### config.mk
export PLATFORM = sky130hd
export DESIGN_NAME = adc128s022_responder_flat
export DESIGN_NICKNAME = d
export VERILOG_FILES = /design/src/rtl/adc128s022_pkg.sv /design/src/rtl/adc128s022_responder_if.sv /design/src/rtl/sync_edge_detect.sv /design/src/rtl/adc128s022_responder.sv /design/src/flat_wrapper.sv
export SDC_FILE = /design/constraint.sdc
export NUM_CORES = 1
export LEC_CHECK = 0
export ABC_AREA = 1
export BUFFER_PORTS_ARGS = -buffer_cell sky130_fd_sc_hd__buf_4
export CORE_ASPECT_RATIO = 0.5
export CORE_UTILIZATION = 60
export DETAILED_ROUTE_END_ITERATION = 16
export PLACE_DENSITY = 0.81
export REMOVE_ABC_BUFFERS = 1
export SYNTH_ARGS = -nofsm -noshare
export SYNTH_HDL_FRONTEND = slang
export SYNTH_SLANG_ARGS = --single-unit
### constraint.sdc
create_clock -name CLK -period 6.8 [get_ports CLK]
set_input_delay 2.04 -clock CLK [delete_from_list [all_inputs] [get_ports CLK]]
set_output_delay 2.04 -clock CLK [all_outputs]
set_load 0.02 [all_outputs]
### src/rtl/adc128s022_pkg.sv
// ADC128S022 shared constants, FSM encoding and frame helpers (also used by the master).
// Latency: n/a (declarations only).
// Backpressure: n/a.
package adc128s022_pkg;

  // Frame geometry as seen on the wire
  localparam int ADC_FRAME_BITS      = 16;
  localparam int ADC_LEAD_ZEROS      = 4;
  localparam int ADC_ADDR_FIRST_EDGE = 3;   // 1-based rising edge carrying ADD2
  localparam int ADC_DATA_W          = 12;
  localparam int ADC_NUM_CH          = 8;
  localparam int ADC_ADDR_W          = 3;
  localparam int ADC_CNT_W           = 4;   // counts 16 rising edges, wraps on the last

  // Frame FSM encoding
  typedef enum logic [1:0] {
    ST_IDLE  = 2'd0,
    ST_SHIFT = 2'd1,
    ST_DONE  = 2'd2
  } adc_state_e;

  // True when the rising edge following 'cnt' completed edges carries an address bit
  function automatic logic adc_addr_edge(input logic [ADC_CNT_W-1:0] cnt);
    int c;
    c = int'(cnt);
    return (c >= ADC_ADDR_FIRST_EDGE - 1) && (c < ADC_ADDR_FIRST_EDGE - 1 + ADC_ADDR_W);
  endfunction

endpackage

### src/rtl/adc128s022_responder_if.sv
// ADC128S022 serial pins plus channel-table host port and frame status.
// Latency: n/a (wiring only).
// Backpressure: none; the serial side is paced entirely by the master's SCLK.
interface adc128s022_responder_if;
  import adc128s022_pkg::*;

  // Serial side
  logic                   adc_csn;
  logic                   adc_sclk;
  logic                   adc_saddr;
  logic                   adc_sdat;
  logic                   adc_sdat_oe;

  // Host channel-table write port
  logic                   CH_WE;
  logic [ADC_ADDR_W-1:0]  CH_SEL;
  logic [ADC_DATA_W-1:0]  CH_DATA;

  // Frame status
  logic                   FRAME_DONE;
  logic                   FRAME_ERR;
  logic [ADC_ADDR_W-1:0]  LAST_ADDR;

  // Harness side: drives the ADC pins and the table, observes results
  modport master (
    output adc_csn, adc_sclk, adc_saddr, CH_WE, CH_SEL, CH_DATA,
    input  adc_sdat, adc_sdat_oe, FRAME_DONE, FRAME_ERR, LAST_ADDR
  );

  // Responder side
  modport slave (
    input  adc_csn, adc_sclk, adc_saddr, CH_WE, CH_SEL, CH_DATA,
    output adc_sdat, adc_sdat_oe, FRAME_DONE, FRAME_ERR, LAST_ADDR
  );

endinterface

### src/rtl/sync_edge_detect.sv
// Multi-flop synchronizer for an asynchronous level, with one-cycle rise/fall pulses.
// Latency: pulse asserted STAGES cycles after the input change, held for one cycle.
// Backpressure: none.
module sync_edge_detect #(
  parameter int   STAGES  = 2,
  parameter logic RST_VAL = 1'b1
) (
  input  logic i_clk,
  input  logic i_rst,
  input  logic i_d,
  output logic o_rise,
  output logic o_fall
);

  logic [STAGES-1:0] r_sync;
  logic              r_prev;
  logic              w_q;

  assign w_q = r_sync[STAGES-1];

  // Synchronizer chain plus one history flop; reset to the idle level so no edge fires on release
  always_ff @(posedge i_clk or posedge i_rst) begin
    if (i_rst) begin
      r_sync <= {STAGES{RST_VAL}};
      r_prev <= RST_VAL;
    end else begin
      r_sync <= {r_sync[STAGES-2:0], i_d};
      r_prev <= w_q;
    end
  end

  assign o_rise = w_q & ~r_prev;
  assign o_fall = ~w_q & r_prev;

endmodule

### src/rtl/adc128s022_responder.sv
// ADC128S022 slave model: returns 12-bit table words on DOUT, captures next-frame address from DIN.
// Latency: SYNC_STAGES+1 CLK cycles from a pin change to the resulting action/output change.
// Backpressure: none; master must keep SCLK phases and CS setup >= SYNC_STAGES+3 CLK cycles.
module adc128s022_responder
  import adc128s022_pkg::*;
#(
  parameter int SYNC_STAGES = 2,
  parameter int DATA_W      = ADC_DATA_W
) (
  input  logic                    CLK,
  input  logic                    RST,
  adc128s022_responder_if.slave   bus
);

  // Synchronized edge events
  logic w_csn_fall;
  logic w_csn_rise;
  logic w_sclk_rise;
  logic w_sclk_fall;

  // DIN only needs a clean level, sampled on detected SCLK rises
  logic [SYNC_STAGES-1:0] r_saddr_sync;
  logic                   w_saddr;

  // FSM
  adc_state_e r_state;
  adc_state_e w_state_nxt;
  logic       w_start;       // frame begins: snapshot the table
  logic       w_last_edge;   // 16th rising edge: frame completes
  logic       w_abort;       // CS released early

  // Datapath
  logic [DATA_W-1:0]          r_table [ADC_NUM_CH];
  logic [ADC_ADDR_W-1:0]      r_conv_addr;
  logic [ADC_ADDR_W-1:0]      r_last_addr;
  logic [ADC_ADDR_W-1:0]      r_addr_sh;
  logic [ADC_FRAME_BITS-1:0]  r_shift;
  logic [ADC_CNT_W-1:0]       r_bit_cnt;
  logic                       r_frame_done;
  logic                       r_frame_err;
  logic                       w_in_shift;

  sync_edge_detect #(
    .STAGES  (SYNC_STAGES),
    .RST_VAL (1'b1)
  ) u_csn_sync (
    .i_clk  (CLK),
    .i_rst  (RST),
    .i_d    (bus.adc_csn),
    .o_rise (w_csn_rise),
    .o_fall (w_csn_fall)
  );

  sync_edge_detect #(
    .STAGES  (SYNC_STAGES),
    .RST_VAL (1'b1)
  ) u_sclk_sync (
    .i_clk  (CLK),
    .i_rst  (RST),
    .i_d    (bus.adc_sclk),
    .o_rise (w_sclk_rise),
    .o_fall (w_sclk_fall)
  );

  // DIN synchronizer, same depth as SCLK so address bits line up with the detected rise
  always_ff @(posedge CLK or posedge RST) begin
    if (RST) begin
      r_saddr_sync <= '0;
    end else begin
      r_saddr_sync <= {r_saddr_sync[SYNC_STAGES-2:0], bus.adc_saddr};
    end
  end

  assign w_saddr = r_saddr_sync[SYNC_STAGES-1];

  // FSM state register
  always_ff @(posedge CLK or posedge RST) begin
    if (RST) begin
      r_state <= ST_IDLE;
    end else begin
      r_state <= w_state_nxt;
    end
  end

  // Next-state and frame event decode
  always_comb begin
    w_state_nxt = r_state;
    w_start     = 1'b0;
    w_last_edge = 1'b0;
    w_abort     = 1'b0;
    case (r_state)
      ST_IDLE: begin
        if (w_csn_fall) begin
          w_state_nxt = ST_SHIFT;
          w_start     = 1'b1;
        end
      end
      ST_SHIFT: begin
        if (w_sclk_rise && (r_bit_cnt == ADC_CNT_W'(ADC_FRAME_BITS - 1))) begin
          // CS released on the same cycle as the 16th edge still counts as complete,
          // but must go straight to IDLE or DONE would wait for a rise already seen
          w_last_edge = 1'b1;
          w_state_nxt = w_csn_rise ? ST_IDLE : ST_DONE;
        end else if (w_csn_rise) begin
          w_abort     = 1'b1;
          w_state_nxt = ST_IDLE;
        end
      end
      ST_DONE: begin
        if (w_csn_rise) begin
          w_state_nxt = ST_IDLE;
        end
      end
      default: begin
        w_state_nxt = ST_IDLE;
      end
    endcase
  end

  assign w_in_shift = (r_state == ST_SHIFT);

  // Channel table: host writes always land, even in the snapshot cycle (snapshot reads the old value)
  always_ff @(posedge CLK or posedge RST) begin
    if (RST) begin
      for (int i = 0; i < ADC_NUM_CH; i++) begin
        r_table[i] <= '0;
      end
    end else if (bus.CH_WE) begin
      r_table[bus.CH_SEL] <= bus.CH_DATA;
    end
  end

  // Frame datapath: DOUT shifter, edge counter, DIN address capture
  always_ff @(posedge CLK or posedge RST) begin
    if (RST) begin
      r_shift   <= '0;
      r_bit_cnt <= '0;
      r_addr_sh <= '0;
    end else if (w_start) begin
      r_shift   <= {{ADC_LEAD_ZEROS{1'b0}}, r_table[r_conv_addr]};
      r_bit_cnt <= '0;
      r_addr_sh <= '0;
    end else if (w_in_shift) begin
      if (w_sclk_rise) begin
        r_bit_cnt <= r_bit_cnt + 1'b1;
        if (adc_addr_edge(r_bit_cnt)) begin
          r_addr_sh <= {r_addr_sh[ADC_ADDR_W-2:0], w_saddr};
        end
      end
      if (w_sclk_fall) begin
        r_shift <= {r_shift[ADC_FRAME_BITS-2:0], 1'b0};
      end
    end
  end

  // Frame results: next conversion channel, reported address and status pulses
  always_ff @(posedge CLK or posedge RST) begin
    if (RST) begin
      r_conv_addr  <= '0;
      r_last_addr  <= '0;
      r_frame_done <= 1'b0;
      r_frame_err  <= 1'b0;
    end else begin
      r_frame_done <= w_last_edge;
      r_frame_err  <= w_abort;
      if (w_last_edge) begin
        r_conv_addr <= r_addr_sh;
        r_last_addr <= r_addr_sh;
      end
    end
  end

  // Pin drive: DOUT only carries data while shifting; the enable models high-Z outside a frame
  assign bus.adc_sdat    = w_in_shift & r_shift[ADC_FRAME_BITS-1];
  assign bus.adc_sdat_oe = (r_state == ST_SHIFT) || (r_state == ST_DONE);
  assign bus.FRAME_DONE  = r_frame_done;
  assign bus.FRAME_ERR   = r_frame_err;
  assign bus.LAST_ADDR   = r_last_addr;

endmodule

### src/flat_wrapper.sv
// flat-port wrapper written by rule: the top's interface ports become plain ports
module adc128s022_responder_flat import adc128s022_pkg::*;
#(
  parameter int SYNC_STAGES = 2,
  parameter int DATA_W      = ADC_DATA_W
)
  (CLK, RST, bus_adc_csn, bus_adc_sclk, bus_adc_saddr, bus_CH_WE, bus_CH_SEL, bus_CH_DATA, bus_adc_sdat, bus_adc_sdat_oe, bus_FRAME_DONE, bus_FRAME_ERR, bus_LAST_ADDR);
  adc128s022_responder_if bus_i ();
  input  logic CLK;
  input  logic RST;
  input wire logic [$bits(bus_i.adc_csn)-1:0] bus_adc_csn;
  input wire logic [$bits(bus_i.adc_sclk)-1:0] bus_adc_sclk;
  input wire logic [$bits(bus_i.adc_saddr)-1:0] bus_adc_saddr;
  input wire logic [$bits(bus_i.CH_WE)-1:0] bus_CH_WE;
  input wire logic [$bits(bus_i.CH_SEL)-1:0] bus_CH_SEL;
  input wire logic [$bits(bus_i.CH_DATA)-1:0] bus_CH_DATA;
  output wire logic [$bits(bus_i.adc_sdat)-1:0] bus_adc_sdat;
  output wire logic [$bits(bus_i.adc_sdat_oe)-1:0] bus_adc_sdat_oe;
  output wire logic [$bits(bus_i.FRAME_DONE)-1:0] bus_FRAME_DONE;
  output wire logic [$bits(bus_i.FRAME_ERR)-1:0] bus_FRAME_ERR;
  output wire logic [$bits(bus_i.LAST_ADDR)-1:0] bus_LAST_ADDR;
  assign bus_i.adc_csn = bus_adc_csn;
  assign bus_i.adc_sclk = bus_adc_sclk;
  assign bus_i.adc_saddr = bus_adc_saddr;
  assign bus_i.CH_WE = bus_CH_WE;
  assign bus_i.CH_SEL = bus_CH_SEL;
  assign bus_i.CH_DATA = bus_CH_DATA;
  assign bus_adc_sdat = bus_i.adc_sdat;
  assign bus_adc_sdat_oe = bus_i.adc_sdat_oe;
  assign bus_FRAME_DONE = bus_i.FRAME_DONE;
  assign bus_FRAME_ERR = bus_i.FRAME_ERR;
  assign bus_LAST_ADDR = bus_i.LAST_ADDR;
  adc128s022_responder #(.SYNC_STAGES(SYNC_STAGES), .DATA_W(DATA_W)) u_core (.CLK(CLK), .RST(RST), .bus(bus_i));
endmodule
==> results.json <==
{
  "status": "complete, no violations",
  "synthCells": 777,
  "cts_root_buf": "clkbuf_16",
  "worst_setup_path_start_kind": "flop",
  "crit_arrival_ns": 1.52,
  "gp_congestion": 0.794,
  "power_mw": 2.47,
  "dp.cells": 903,
  "slowest_stage": "dfrtp_1",
  "vias": 5299,
  "timing.final.crit_share": 0.524,
  "die_h_um": 74.0,
  "dr.pass1.iters": 8,
  "grt.total_usage": 0.307,
  "clk_pin_slew_ns": 0.05,
  "syn_area_um2": 6220,
  "synth_warnings": 0,
  "htree_levels": 4,
  "worstPathCellList": "buf_4",
  "ant_nets": 0,
  "routed_wl_um": 15200,
  "timing.final.setup_violations": 0,
  "dieArea_um2": 10800,
  "timing.max_cap.violations": 0,
  "rsz0062_at_grt": "no",
  "hold_path_class": "reg -> reg",
  "critPathMaxStageDelay_ns": 0.84,
  "p_leak_nw": 3.57,
  "drt_iter0_markers": 496,
  "avgSynthCellArea_um2": 8.01,
  "crit_family": "flip-flops",
  "worst-path-buf-inv": 1,
  "core_region_area_um2": 9760,
  "clk_path_buf_depth": 2,
  "post_cts_buffers": 0,
  "cts.sinks": 134,
  "end_kind": "output pin",
  "antenna_found_initial": 0,
  "hold_viol": 0,
  "fin_nets": 815,
  "synth_seq_area_share": 0.540,
  "ctsHoldBuffers": 0,
  "ys_ff_latch": 134,
  "synth.top_cell.area_share": 0.515,
  "die_x_um": 146,
  "ys_top_cells_by_area": "dfrtp_1 51%, nand2_1 15%, o21ai_0 9.6%",
  "worstMarginPinSlew_ns": 1.01,
  "grt_pass1_vias": 5019,
  "place.port_buffers": 27,
  "power.density_nw_per_um2": 351,
  "grt_pass1_wl_um": 25200,
  "max-vdd-ir-drop_v": 0.000182,
  "final_cells": 935,
  "clk_latency_ns": 0.43,
  "finalSetupTns_ns": 0,
  "synth_largest_area_cell": "dfrtp_1",
  "wl_per_cell_um": 16.3,
  "cts-buffers-inserted": 17,
  "gr-total-overflow": 0,
  "crit_type": "reg -> out",
  "layout-drive-gt1-share": 0.0925,
  "hpwl_um": 8190,
  "drc": 0,
  "design_area_um2": 7050,
  "antenna_cells": 0,
  "grt_max_degree": 78,
  "initial_core_util": 0.638,
  "areaGrowthSynthToFinish_pct": 13.2,
  "via_per_inst": 5.67,
  "clock_skew_ns": 0.0110,
  "slew_violations": 0,
  "ios": 28,
  "place_area_um2": 6410,
  "post-route-util": 0.722,
  "fin_crit_ns": 3.56,
  "ctsResizeCount": 0,
  "crit_fanout": 14,
  "ys_types": 24,
  "max_freq_mhz": 281,
  "rows": 25,
  "critical_path_required_ns": 4.76,
  "maxSlewHeadroom": 0.323,
  "tritoncts": "built"
}
## registers in the layout (all words and copies together) (netlist names)
register / cells
u_core.r_table: 96
u_core.r_shift: 16
u_core.r_bit_cnt: 4
u_core.r_addr_sh: 3
u_core.r_conv_addr: 3
u_core.r_saddr_sync: 2
u_core.r_state: 2
u_core.u_csn_sync.r_sync: 2
u_core.u_sclk_sync.r_sync: 2
u_core.bus.FRAME_DONE: 1
u_core.bus.FRAME_ERR: 1
u_core.u_csn_sync.r_prev: 1
u_core.u_sclk_sync.r_prev: 1
## layout make-up
cell class / count / area, µm²
Clock buffer: 20 / 467
Clock inverter: 12 / 175
Fill cell: 757 / 2710
Inverter: 102 / 385
Multi-Input combinational cell: 502 / 2270
Sequential cell: 134 / 3360
Tap cell: 135 / 169
Timing Repair Buffer: 30 / 225
## per-stage QoR
step | hold slack, ns | setup WS, ns
after floorplan | 0.331 | 1.19
final | 0.347 | 3.24
after detailed placement | 0.335 | 3.12
after global placement | 0.333 | 3.11
after global routing | 0.355 | 3.18
after CTS | 0.347 | 3.28
## logic make-up (layout without fill, tap and decap cells)
group	Yosys count	count (layout)	share of synthesized area
flip-flops	134	134	0.540
adder cells (fa/ha/maj)	7	7	0.0141
buffers and inverters	141	164	0.0961
AO/OA/AOI/OAI	141	141	0.115
AND/OR/NAND/NOR	354	354	0.235
## metal layers
metal / share of wire / routed length [µm] / up-vias / global-route usage
met4: 0.021 / 321 / 0 / 0.133
met2: 0.46 / 7020 / 245 / 0.497
met5: 0 / 0 / - / 0
met3: 0.075 / 1150 / 37 / 0.0638
li1: - / - / 2485 / -
met1: 0.44 / 6740 / 2532 / 0.415
## cell usage after synthesis, drive strengths merged
master  count
dfrtp     128
nand3      83
nand2     241
buf        27
a21oi      14
nand4       1
nor2       26
o211ai      3
clkbuf     12
nor3        3
o21ai     122
dfstp       6
o31ai       1
inv       102
a22oi       1
ha          7
## placed cells by master (no fill, tap or decap)
master / Yosys / layout
o21ai_0: 120 / 120
nor3_1: 2 / 2
clkinvlp_4: 0 / 3
o211ai_1: 3 / 3
inv_1: 101 / 100
nor3_4: 1 / 1
nand3_1: 82 / 82
nand2_1: 241 / 241
inv_4: 0 / 1
clkbuf_8: 0 / 3
o31ai_1: 1 / 1
o21ai_1: 2 / 2
nor2_1: 24 / 24
a21oi_1: 14 / 14
nor2_2: 2 / 2
clkinv_4: 0 / 2
bufinv_16: 0 / 4
inv_2: 1 / 1
clkbuf_16: 0 / 17
a22oi_1: 1 / 1
nand4_1: 1 / 1
ha_1: 7 / 7
buf_4: 2 / 30
dfstp_2: 6 / 6
dfrtp_1: 128 / 128
clkinv_2: 0 / 3
nand3_2: 1 / 1
## power breakdown
part | switching (mW) | total (mW) | internal, mW
Sequential | 0.0996 | 1.07 | 0.974
Combinational | 0.260 | 0.408 | 0.148
Clock | 0.349 | 0.990 | 0.641
## final timing paths
| kind | slack [ns] | cells past startpoint | end | startpoint |
|---|---|---|---|---|
| setup / recovery | 3.24 | 1 | bus_LAST_ADDR[2] | u_core.r_conv_addr[2]$_DFFE_PP0P_ |
| hold / removal | 0.35 | 0 | u_core.r_saddr_sync[1]$_DFF_PP0_ | u_core.r_saddr_sync[0]$_DFF_PP0_ |
| setup reg to reg | 4.38 | 7 | u_core.r_shift[0]$_DFFE_PP0P_ | u_core.r_state[1]$_DFFE_PP0P_ |
| hold reg to reg | 0.35 | 0 | u_core.r_saddr_sync[1]$_DFF_PP0_ | u_core.r_saddr_sync[0]$_DFF_PP0_ |
| max in group asynchronous | 3.63 | 3 | u_core.r_table[35]$_DFFE_PP0P_ | RST |
| min in group asynchronous | 1.73 | 2 | u_core.r_table[57]$_DFFE_PP0P_ | RST |
Note: power is estimated with default switching activity, not from simulation.
